--- config.mk ---
export PLATFORM = sky130hd
export DESIGN_NAME = clk_tick_gen
export DESIGN_NICKNAME = d
export VERILOG_FILES = /design/src/rtl/clk_tick_gen.sv
export SDC_FILE = /design/constraint.sdc
export NUM_CORES = 1
export LEC_CHECK = 0
export BUFFER_PORTS_ARGS = -buffer_cell sky130_fd_sc_hd__buf_2
export CORE_ASPECT_RATIO = 0.5
export CORE_UTILIZATION = 35
export DETAILED_ROUTE_END_ITERATION = 7
export SLEW_MARGIN = 20
export SYNTH_ARGS = -nofsm -noshare
export SYNTH_HDL_FRONTEND = slang
export SYNTH_SLANG_ARGS = --single-unit
--- constraint.sdc ---
create_clock -name clk -period 10 [get_ports clk]
set_input_delay 1 -clock clk [delete_from_list [all_inputs] [get_ports clk]]
set_output_delay 1 -clock clk [all_outputs]
set_load 0.01 [all_outputs]
--- src/rtl/clk_tick_gen.sv ---
// clk_tick_gen: programmable periodic tick, half-rate enable and cycle timestamp with snapshot handshake
module clk_tick_gen #(
    parameter int CNT_WIDTH   = 16,
    parameter int STAMP_WIDTH = 64,
    parameter int DIV_DEFAULT = 100
) (
    input  logic                   clk,
    input  logic                   reset_n,
    input  logic                   enable,
    input  logic                   div_valid,
    output logic                   div_ready,
    input  logic [CNT_WIDTH-1:0]   div_value,
    output logic                   tick,
    output logic                   half,
    output logic [STAMP_WIDTH-1:0] stamp,
    input  logic                   snap_req,
    output logic                   snap_ack,
    output logic [STAMP_WIDTH-1:0] snap_value
);
    localparam logic [CNT_WIDTH-1:0]   ONE       = CNT_WIDTH'(1);
    localparam logic [STAMP_WIDTH-1:0] STAMP_ONE = STAMP_WIDTH'(1);
    localparam logic [CNT_WIDTH-1:0]   DIV_INIT  = (DIV_DEFAULT == 0) ? ONE : CNT_WIDTH'(DIV_DEFAULT);

    typedef enum logic {T_IDLE, T_RUN} tick_state_t;
    typedef enum logic {S_WAIT, S_ACK} snap_state_t;

    tick_state_t            r_tstate, w_tstate_nxt;
    snap_state_t            r_sstate, w_sstate_nxt;
    logic [CNT_WIDTH-1:0]   r_cnt, r_div, r_pend;
    logic [CNT_WIDTH-1:0]   w_cnt_nxt, w_div_nxt, w_pend_nxt;
    logic                   r_pend_v, r_tick, r_half;
    logic                   w_pend_v_nxt, w_tick_nxt, w_apply, w_capture;
    logic [STAMP_WIDTH-1:0] r_stamp, r_snap;

    // Tick next state: count enabled cycles down, reload at period end or when disabled, and
    // swap in a pending divisor only on a tick edge or an edge spent idle
    always_comb begin
        w_tstate_nxt = enable ? T_RUN : T_IDLE;
        w_tick_nxt   = enable && (r_cnt == '0);
        w_apply      = r_pend_v && (w_tick_nxt || (r_tstate == T_IDLE && !enable));
        w_div_nxt    = w_apply ? r_pend : r_div;
        w_cnt_nxt    = (w_tick_nxt || !enable) ? w_div_nxt - ONE : r_cnt - ONE;
        w_pend_v_nxt = r_pend_v ? !w_apply : div_valid;
        w_pend_nxt   = (!r_pend_v && div_valid) ? ((div_value == '0) ? ONE : div_value) : r_pend;
    end

    // Tick state, down-counter, divisor registers and tick/half outputs
    always_ff @(posedge clk or negedge reset_n) begin
        if (!reset_n) begin
            r_tstate <= T_IDLE;
            r_cnt    <= DIV_INIT - ONE;
            r_div    <= DIV_INIT;
            r_pend   <= '0;
            r_pend_v <= 1'b0;
            r_tick   <= 1'b0;
            r_half   <= 1'b0;
        end else begin
            r_tstate <= w_tstate_nxt;
            r_cnt    <= w_cnt_nxt;
            r_div    <= w_div_nxt;
            r_pend   <= w_pend_nxt;
            r_pend_v <= w_pend_v_nxt;
            r_tick   <= w_tick_nxt;
            r_half   <= r_half ^ w_tick_nxt;
        end
    end

    // Free-running cycle timestamp, wraps silently
    always_ff @(posedge clk or negedge reset_n) begin
        if (!reset_n) begin
            r_stamp <= '0;
        end else begin
            r_stamp <= r_stamp + STAMP_ONE;
        end
    end

    // Snapshot next state: ACK simply follows the sampled request; capture only on WAIT->ACK
    always_comb begin
        w_sstate_nxt = snap_req ? S_ACK : S_WAIT;
        w_capture    = (r_sstate == S_WAIT) && snap_req;
    end

    // Snapshot state and captured timestamp (pre-increment value of the capturing edge)
    always_ff @(posedge clk or negedge reset_n) begin
        if (!reset_n) begin
            r_sstate <= S_WAIT;
            r_snap   <= '0;
        end else begin
            r_sstate <= w_sstate_nxt;
            if (w_capture) r_snap <= r_stamp;
        end
    end

    assign div_ready  = !r_pend_v;
    assign tick       = r_tick;
    assign half       = r_half;
    assign stamp      = r_stamp;
    assign snap_ack   = (r_sstate == S_ACK);
    assign snap_value = r_snap;
endmodule

==> results.sh, run 1 <==
export IMPL_syn_num_nets=701
export IMPL_antenna_left=0
export IMPL_rows=38
export IMPL_critPathMaxStageDelay_ns=0.67
export IMPL_die_area_um2=23700
export IMPL_layout_cells_non_filler=1139
export IMPL_grt_util_all_layers_pct=16.2
export IMPL_power_leakage_nw=4.84
export IMPL_synth_area_um2=8060
export IMPL_ys_seq_area_share_pct=56.3
export IMPL_fin_ws_ns=6.23
export IMPL_crit_path_start_kind="primary input"
export IMPL_hold_path_class="flop to flop"
export IMPL_status="complete, no violations"
export IMPL_slew_viol_final=0
export IMPL_final_nets=849
export IMPL_dp_cells=1107
export IMPL_critPathArrivalTime_ns=4.11
export IMPL_routedWlPerCell_um=16.1
export IMPL_clk_path_buf_depth=2
export IMPL_cts_root_buf="clkbuf_16"
export IMPL_drtPass1Iterations=4
export IMPL_die_y_um=109
export IMPL_tns_ns=0
export IMPL_grt_max_degree=116
export IMPL_slowest_stage="nand2_1"
export IMPL_coreArea_um2=22100
export IMPL_cts_tree="built"
export IMPL_cts_buffers=17
export IMPL_antenna_found_initial=0
export IMPL_synth_top_family_by_area="simple AND/OR/NAND/NOR gates"
export IMPL_syn_to_final_growth_pct=19.8
export IMPL_hold_viol=0
export IMPL_skew_ns=0.0108
export IMPL_reg2reg_setup_slack_ns=6.29
export IMPL_peakVddDrop_mv=0.102
export IMPL_grt_pass1_wl_mm=29.9
export IMPL_place_ws_ns=5.86
export IMPL_slew_headroom_pct=30.9
export IMPL_synth_compound_area_share_pct=4.24
export IMPL_post_cts_buffers=0
export IMPL_cts_hold_buf=0
export IMPL_pin_count=153
export IMPL_cts_clk_slew_worst_paths_ns=0.07
export IMPL_setup_viol=0
export IMPL_fmax_mhz=266
export IMPL_final_util_pct=43.7
export IMPL_initialDrtViolationCount=234
export IMPL_crit_fanout=27
export IMPL_fin_crit_ns=3.77
export IMPL_synthFlopType="dfrtp_1"
export IMPL_syn_inst=678
export IMPL_htreeDepth=4
export IMPL_synth_area_per_cell_um2=11.9
export IMPL_place_detailed_hpwl_mm=13.0
export IMPL_synth_mux_area_share_pct=13.9
export IMPL_crit_type="primary input to flop"
export IMPL_totalWireLength_mm=18.4
export IMPL_synth_xor_area_share_pct=8.80
export IMPL_vias_per_cell=4.97
export IMPL_synth_edf_count=0
export IMPL_synth_simple_area_share_pct=14.4
export IMPL_rsz0062_at_grt="no"
export IMPL_drive_gt1_share_pct=34.7
export IMPL_crit_chain="buf_2 > nand2b_1 > nand2_1 > nand2_1 > nand3_1 > o21ai_0 > ha_1 > o21ai_0 > a31oi_4 > nand3b_1 > xor2_1 > a211oi_2"
export IMPL_ys_ff_latch=181
export IMPL_initial_core_util_pct=36.5
export IMPL_synth_fa_ha_area_share_pct=0.310
export IMPL_fillers=2060
export IMPL_finalCritPeriodShare_pct=37.7
export IMPL_clock_latency_ns=0.43
export IMPL_cp_top_family="simple AND/OR/NAND/NOR gates"
export IMPL_drv_cap=0
export IMPL_clock_sinks=181
export IMPL_p_per_area_nw_per_um2=186
export IMPL_cp_required_ns=10.34
export IMPL_grt_pass1_vias=5602
export IMPL_cp_num_buf_inv=1
export IMPL_numPortBuffers=152
export IMPL_globalRouteOverflowTotal=0
export IMPL_synth_cell_type_count=55
export IMPL_worst_pin_slew_ns=1.03
export IMPL_drc=0
export IMPL_async_reset_ff_share_pct=100
export IMPL_globalplace_congestion=0.888
export IMPL_cts_repair_resized=0
export IMPL_die_w_um=217
export IMPL_ys_warn_count=0
export IMPL_vias=5656
export IMPL_worstSetupEndpointType="flop"
layout by cell type (no fill, tap or decap), types with 3 or more instances in the layout:
cell type	n
mux2i_1	12
nor4_1	7
inv_1	11
and3_1	18
dfrtp_1	174
mux2_2	88
xnor2_1	44
nand3_1	43
clkinvlp_4	3
nor2_1	45
dfstp_2	7
o211ai_1	4
nand4_1	9
nor3_1	18
clkbuf_16	17
nor2b_1	3
nand2b_1	3
nand2_1	55
o21ai_0	21
or2_1	3
and4_1	4
xor2_1	37
clkbuf_1	3
inv_6	4
a21oi_1	5
a31oi_1	4
buf_2	151
state kept, by name (all words and copies together), names as in the netlist, 16 cells and up:
register and count:
r_cnt 16, r_div 16, r_pend 16, snap_value 64, stamp 64
per-stage QoR:
step	hold slack, ns	power [W]	instance area, µm²
global placement	0.450	0.00117	9100
finish	0.466	0.00180	9650
global route	0.493	0.00189	9650
CTS	0.470	0.00182	9650
floorplan	0.480	0.00109	8060
detailed placement	0.458	0.00117	9100
kinds of logic after synthesis:
logic type | Yosys count
AOI/OAI and AO/OA | 50
xor gates and xnor gates | 81
adders and majority gates | 2
buffers and inverters | 36
DFF | 181
muxes | 101
and+or+nand+nor | 227
cell usage after synthesis, types with 5 or more instances:
master    count  area share, %
clkbuf_1     10           0.47
nor4_1        7           0.54
xnor2_1      44            4.8
dfstp_2       7            2.3
inv_1        11           0.51
buf_1         6           0.28
nand3_1      43            2.7
and3_1       18            1.4
nor3_1       18            1.1
nor2_1       45            2.1
dfrtp_1     174             54
nand4_1       9           0.70
o21ai_0      21            1.3
mux2i_1      12            1.5
xor2_1       37            4.0
mux2_2       88             12
a21oi_1       5           0.31
nand2_1      55            2.6
layout make-up:
| class | count | area [µm²] | share of cell area (%) |
|---|---|---|---|
| Inverter | 11 | 41.3 | 0.428 |
| Sequential cell | 181 | 4540 | 47.0 |
| Timing Repair Buffer | 154 | 785 | 8.13 |
| Antenna cell | 1 | 2.50 | 0.0259 |
| Multi-Input combinational cell | 461 | 3360 | 34.8 |
| Clock buffer | 21 | 450 | 4.67 |
| Clock inverter | 10 | 97.6 | 1.01 |
| Tap cell | 300 | 375 | 3.89 |
power by group:
part | switching [W] | total [W] | internal (W)
Combinational | 0.000138 | 0.000258 | 0.000120
Clock | 0.000287 | 0.000638 | 0.000351
Sequential | 0.0000839 | 0.000903 | 0.000820
layer usage:
metal	track usage, %	vias up	wire [µm]
met5	0	-	0
met4	6.84	0	314
met3	3.35	27	660
met2	27.2	112	9290
met1	20.5	2843	8110
li1	-	2674	-
final timing paths:
check,end,from,cells after the start
max reg2reg,r_cnt[8]$_DFF_PN0_,r_cnt[7]$_DFF_PN0_,11
min reg2reg,half$_DFF_PN0_,half$_DFF_PN0_,1
min,half$_DFF_PN0_,half$_DFF_PN0_,1
min in group asynchronous,snap_value[20]$_DFFE_PN0P_,reset_n,1
max,r_cnt[8]$_DFF_PN0_,enable,12
max in group asynchronous,r_div[12]$_DFF_PN0_,reset_n,2
Note: power is estimated with default switching activity, not from simulation.
==> run 2: changes to the inputs <==
Settings changed: ABC_AREA set to 1.
Clock period 10 ns to 3.25 ns, I/O delays scaled along.
==> run 2 against run 1 <==
Count of clock-buffer cells in the layout shrank 1. First-iteration DRC count rose by 76%. Flip-flop and latch count unchanged. Power rose to 3.0 times the previous value. Critical path depth is 2 higher. Non-clock buffer count rose by 6. Clock power grew to 3.3 times the previous value. Cell area rose by 5.4%. Utilization about the same. Synthesized cell count grew 39%. Combinational power increased to 2.6 times the previous value. Worst setup slack worse by 5.6 ns. Critical endpoint unchanged. Highest routed layer unchanged.
==> results.sh, run 2 <==
export IMPL_crit_type="flop to flop"
export IMPL_die_y_um=112
export IMPL_syn_to_final_growth_pct=19.8
export IMPL_finalCritPeriodShare_pct=81.0
export IMPL_place_detailed_hpwl_mm=16.0
export IMPL_crit_start="r_cnt[9]$_DFF_PN0_"
export IMPL_grt_max_degree=100
export IMPL_cts_root_buf="clkbuf_16"
export IMPL_syn_inst=945
export IMPL_crit_top_cell="nand2_1"
export IMPL_cell_internal_pwr_w=0.00389
export IMPL_pin_count=153
export IMPL_clkPwrFrac_pct=39.4
export IMPL_slowest_stage="dfrtp_1"
export IMPL_worst_pin_slew_ns=0.909
export IMPL_power_frac_comb_pct=12.6
export IMPL_synthFlopType="dfrtp_1"
export IMPL_clk_path_buf_depth=2
export IMPL_rr_endpoint="r_cnt[8]$_DFF_PN0_"
export IMPL_ys_seq_area_share_pct=53.4
export IMPL_cts_tree="built"
export IMPL_final_common_cell="nand2_1"
export IMPL_crit_fanout=22
export IMPL_synth_area_um2=8490
export IMPL_power_leakage_nw=5.19
export IMPL_met1Wirelength_mm=10.1
export IMPL_skew_ns=0.0174
export IMPL_globalplace_congestion=0.839
export IMPL_synth_edf_count=0
export IMPL_fin_ws_ns=0.618
export IMPL_clock_sinks=181
export IMPL_switchingPower_w=0.00146
export IMPL_dr_wl_met3_um=920
export IMPL_clock_latency_ns=0.45
export IMPL_die_w_um=222
export IMPL_htreeDepth=4
export IMPL_ys_warn_count=0
export IMPL_initial_core_util_pct=36.4
export IMPL_reg2reg_setup_slack_ns=0.62
export IMPL_place_ws_ns=0.610
export IMPL_swShare_pct=27.3
export IMPL_yosys_area_top_type="dfrtp_1"
export IMPL_die_area_um2=24900
export IMPL_grt_pass1_wl_mm=35.3
export IMPL_ys_ff_latch=181
export IMPL_cts_repair_resized=0
export IMPL_crit_path_start_kind="flop"
export IMPL_slew_viol_final=0
export IMPL_synth_cell_type_count=41
export IMPL_layout_cells_non_filler=1419
export IMPL_vias=6692
export IMPL_yosys_top_cells_area="dfrtp_1 (51%), nand2_1 (11%), xor2_1 (6.8%), inv_1 (4.9%), o21ai_0 (3.8%)"
export IMPL_crit_chain="nor2_1 > nand2_1 > nor2_1 > nand2_1 > nand2_2 > nand2_2 > nand2_1 > nand3_1 > o21ai_2 > ha_1 > nand2_1 > nor2_1 > nand2_1 > xor2_1"
export IMPL_hold_path_class="primary input to flop"
export IMPL_antenna_left=0
export IMPL_diodes=0
export IMPL_cts_clk_slew_worst_paths_ns=0.07
export IMPL_drc=0
export IMPL_coreArea_um2=23300
export IMPL_status="complete, no violations"
export IMPL_worstSetupEndpointType="flop"
export IMPL_final_cell_mix="nand2_1 (240), dfrtp_1 (174), buf_2 (151), inv_1 (111), xor2_1 (66)"
export IMPL_pwr_share_seq_pct=48.0
export IMPL_grt_pass1_vias=6730
export IMPL_grt_util_all_layers_pct=18.0
export IMPL_vias_per_cell=4.72
export IMPL_p_per_area_nw_per_um2=526
export IMPL_cts_buffers=17
export IMPL_cp_required_ns=3.58
export IMPL_critPathArrivalTime_ns=2.96
export IMPL_async_reset_ff_share_pct=100
export IMPL_rsz0062_at_grt="no"
export IMPL_setup_viol=0
export IMPL_synth_common_cells="nand2_1 (241), dfrtp_1 (174), inv_1 (111)"
export IMPL_crit_end="r_cnt[8]$_DFF_PN0_"
export IMPL_synth_most_common_cell="nand2_1"
export IMPL_peakVddDrop_mv=0.393
export IMPL_critPathMaxStageDelay_ns=0.39
export IMPL_wl_met2_mm=9.89
export IMPL_synth_area_per_cell_um2=8.98
export IMPL_drive_gt1_share_pct=23.3
export IMPL_initialDrtViolationCount=411
export IMPL_routedWlPerCell_um=14.9
export IMPL_synth_top_area_share_pct=51.3
export IMPL_highest_signal_layer="met4"
export IMPL_slew_headroom_pct=39.4
export IMPL_fmax_mhz=380
export IMPL_fin_crit_ns=2.63
export IMPL_drv_cap=0
export IMPL_globalRouteOverflowTotal=0
export IMPL_dp_cells=1386
export IMPL_regToRegStartpoint="r_cnt[9]$_DFF_PN0_"
export IMPL_numPortBuffers=152
export IMPL_final_nets=1122
export IMPL_reg2reg_depth=14
export IMPL_tns_ns=0
export IMPL_hold_viol=0
export IMPL_syn_num_nets=968
export IMPL_drtPass1Iterations=5
export IMPL_antenna_found_initial=0
export IMPL_rows=39
export IMPL_totalWireLength_mm=21.2
## run 2: layout make-up
cell class	count	area, µm²
tap	307	384
clock buffer	20	457
timing repair buffer	160	855
sequential	181	4540
fill	2314	13200
inverter	116	438
multi-input combinational	623	3360
clock inverter	12	140
## run 2: metrics by stage
stage          power [W]  hold WS [ns]  instance area (µm²)  utilization [%]
2_1_floorplan    0.00308        0.0294                 8490                -
3_3_place_gp     0.00327         0.449                 9570             41.0
3_5_place_dp     0.00329         0.464                 9570             41.0
4_1_cts          0.00542       0.00307                10200             43.6
5_1_grt          0.00563        0.0116                10200             43.6
6_report         0.00535        0.0263                10200             43.6
## run 2: logic make-up (layout without fill, tap and decap cells)
family | after synthesis | after routing | share of synthesized area, %
xor gates and xnor gates | 68 | 68 | 7.01
buffers and inverters | 141 | 308 | 7.03
adders and majority gates | 2 | 2 | 0.295
AOI/OAI and AO/OA | 70 | 70 | 4.17
muxes | 11 | 11 | 1.46
DFF | 181 | 181 | 53.4
and+or+nand+nor | 472 | 472 | 26.6
## run 2: per-layer routing
layer / global-route usage [%] / vias to the layer above
li1: - / 3325
met1: 24.4 / 3222
met2: 28.7 / 128
met3: 4.08 / 17
met4: 5.83 / 0
met5: 0 / -
## run 2: repair_timing
item | CTS | global route
setup buffers | 0 | 0
hold buffers | 1 | 0
endpoints found under the hold margin | 2 | 0
## run 2: worst min-delay path by stage
stage	slack, ns	cells after the start	endpoint	start
global placement	0.45	1	half$_DFF_PN0_	half$_DFF_PN0_
global route	0.01	1	r_tstate$_DFF_PN0_	enable
detailed placement	0.46	2	r_div[4]$_DFF_PN0_	r_div[4]$_DFF_PN0_
CTS	0.003	1	r_tstate$_DFF_PN0_	enable
finish	0.03	1	r_tstate$_DFF_PN0_	enable
floorplan	0.03	0	half$_DFF_PN0_	reset_n
## run 2: power groups by stage
stage	Clock, W	Sequential, W	Combinational (W)
2_1_floorplan	0	0.00258	0.000496
3_3_place_gp	0	0.00260	0.000664
3_5_place_dp	0	0.00261	0.000682
4_1_cts	0.00216	0.00257	0.000684
5_1_grt	0.00226	0.00259	0.000788
6_report	0.00211	0.00257	0.000675
## run 2: worst max-delay path, delay by kind of cell, from the launching register on
family,cells,cell delay (ns)
XOR/XNOR,1,0.14
AO/OA/AOI/OAI,1,0.11
adder cells (fa/ha/maj),1,0.25
AND/OR/NAND/NOR,11,1.62
flip-flops,1,0.39
==> run 3: changes to the inputs <==
Clock period 3.25 ns to 2.4 ns, I/O delays scaled along.
==> run 3 against run 2 <==
Sequential power is 35% higher. First-iteration DRC count is 6.6% lower. Non-clock buffer count is 22 higher. Critical path depth is 1 lower. Combinational power is 44% higher. Largest power group unchanged.
==> results.sh, run 3 (same netlist as run 2, synthesis figures left out) <==
export IMPL_status="complete, no violations"
export IMPL_coreArea_um2=23300
export IMPL_final_util_pct=44.6
export IMPL_grt_pass1_vias=6759
export IMPL_clk_path_buf_depth=2
export IMPL_power_leakage_nw=5.32
export IMPL_rows=39
export IMPL_reg2reg_setup_slack_ns=0.13
export IMPL_fin_crit_ns=2.27
export IMPL_swShare_pct=27.6
export IMPL_p_per_area_nw_per_um2=706
export IMPL_diodes=0
export IMPL_globalplace_congestion=0.843
export IMPL_initialDrtViolationCount=384
export IMPL_final_common_cell="nand2_1"
export IMPL_die_w_um=222
export IMPL_final_cell_mix="nand2_1 (238), dfrtp_1 (174), buf_2 (151), inv_1 (111), xor2_1 (66)"
export IMPL_htreeDepth=4
export IMPL_regToRegStartpoint="r_cnt[6]$_DFF_PN1_"
export IMPL_hold_viol=0
export IMPL_drc=0
export IMPL_globalRouteOverflowTotal=0
export IMPL_grt_util_all_layers_pct=18.4
export IMPL_setup_viol=0
export IMPL_grt_max_degree=67
export IMPL_crit_path_start_kind="flop"
export IMPL_hold_path_end="r_pend[1]$_DFFE_PN0P_"
export IMPL_syn_to_final_growth_pct=22.6
export IMPL_antenna_found_initial=0
export IMPL_total_power_w=0.00735
export IMPL_switchingPower_w=0.00203
export IMPL_crit_start="r_cnt[6]$_DFF_PN1_"
export IMPL_crit_type="flop to flop"
export IMPL_holdPathStages=3
export IMPL_initial_core_util_pct=36.4
export IMPL_cts_buffers=17
export IMPL_vias_per_cell=4.75
export IMPL_slew_viol_final=0
export IMPL_die_y_um=112
export IMPL_final_nets=1146
export IMPL_skew_ns=0.0114
export IMPL_pin_count=153
export IMPL_rr_endpoint="r_cnt[8]$_DFF_PN0_"
export IMPL_pwr_share_seq_pct=47.4
export IMPL_antenna_left=0
export IMPL_slew_headroom_pct=57.6
export IMPL_drv_cap=0
export IMPL_dp_cells=1401
export IMPL_finalCritPeriodShare_pct=94.5
export IMPL_rsz0062_at_grt="yes"
export IMPL_totalWireLength_mm=21.7
export IMPL_power_frac_comb_pct=13.2
export IMPL_clkPwrFrac_pct=39.4
export IMPL_cts_tree="built"
export IMPL_grt_pass1_wl_mm=36.1
export IMPL_cp_required_ns=2.73
export IMPL_min_delay_start="div_value[1]"
export IMPL_peakVddDrop_mv=0.480
export IMPL_die_area_um2=24900
export IMPL_reg2reg_depth=13
export IMPL_worstSetupEndpointType="flop"
export IMPL_hold_path_class="primary input to flop"
export IMPL_place_detailed_hpwl_mm=16.6
export IMPL_numPortBuffers=152
export IMPL_crit_fanout=5
export IMPL_hold_ws_ns=0.0264
export IMPL_fmax_mhz=441
export IMPL_worst_pin_slew_ns=0.630
export IMPL_fillers=2286
export IMPL_critPathArrivalTime_ns=2.60
export IMPL_cts_root_buf="clkbuf_16"
export IMPL_cts_clk_slew_worst_paths_ns=0.07
export IMPL_tns_ns=0
export IMPL_vias=6852
export IMPL_cell_internal_pwr_w=0.00532
export IMPL_drtPass1Iterations=5
export IMPL_routedWlPerCell_um=15.1
export IMPL_drive_gt1_share_pct=25.3
export IMPL_clock_sinks=181
export IMPL_clock_latency_ns=0.45
export IMPL_layout_cells_non_filler=1443
## run 3: cell count changes in the layout (fill, tap and decap cells not counted), moves of 3 or more
| cell | change |
|---|---|
| dlygate4sd3_1 | +3 |
| nor2_1 | -4 |
| nor2_2 | +5 |
| buf_4 | +16 |
## run 3: power groups by stage
stage / combinational [W] / clock (W) / sequential (W)
2_1_floorplan: 0.000672 / 0 / 0.00350
3_3_place_gp: 0.000920 / 0 / 0.00353
3_5_place_dp: 0.000936 / 0 / 0.00353
4_1_cts: 0.000944 / 0.00298 / 0.00348
5_1_grt: 0.00113 / 0.00311 / 0.00351
6_report: 0.000970 / 0.00290 / 0.00348
## run 3: timing repair
| action | in CTS | in global routing |
|---|---|---|
| hold buffers | 4 | 0 |
| endpoints found under the hold margin | 47 | 0 |
| buffers inserted | 0 | 4 |
| setup endpoints to repair | 0 | 11 |
| gates resized for setup | 0 | 9 |
## run 3: how the worst max path moves through the flow
stage	end	slack [ns]	depth (start not counted)
floorplan	r_cnt[8]$_DFF_PN0_	0.31	13
global placement	r_cnt[8]$_DFF_PN0_	0.10	14
detailed placement	r_cnt[15]$_DFF_PN0_	0.06	15
CTS	r_cnt[15]$_DFF_PN0_	0.04	15
global route	r_cnt[8]$_DFF_PN0_	-0.02	13
finish	r_cnt[8]$_DFF_PN0_	0.13	13
## run 3: layout make-up
cell class	instances	area, µm²	share of cell area [%]
Clock buffer	20	467	4.48
Multi-Input combinational cell	625	3400	32.6
Sequential cell	181	4540	43.6
Clock inverter	12	139	1.33
Inverter	116	438	4.21
Timing Repair Buffer	182	1050	10.1
Tap cell	307	384	3.69
## run 3: metrics by stage
stage               instance area, µm²  worst slack [ns]
floorplan                         8490             0.306
CTS                              10300            0.0426
finish                           10400             0.131
global route                     10400           -0.0173
global placement                  9690             0.104
detailed placement                9690            0.0577
## run 3: worst max-delay path: stages (launching register included)
cell and delay, ns:
dfstp_2 0.54, nor2_1 0.04, nand2_1 0.06, nor2_1 0.05
nand2_2 0.10, nand2_2 0.11, buf_4 0.15, or2_2 0.26
nand2_1 0.10, ha_1 0.22, nand2_1 0.10, nor2_2 0.19
nand2_1 0.10, xor2_1 0.14
## run 3: layer usage
metal / global-route usage (%) / part of all wire, % / vias up
li1: - / - / 3378
met1: 24.7 / 47 / 3326
met2: 29.0 / 47 / 127
met3: 4.55 / 4.4 / 21
met4: 6.16 / 1.7 / 0
met5: 0 / 0 / -
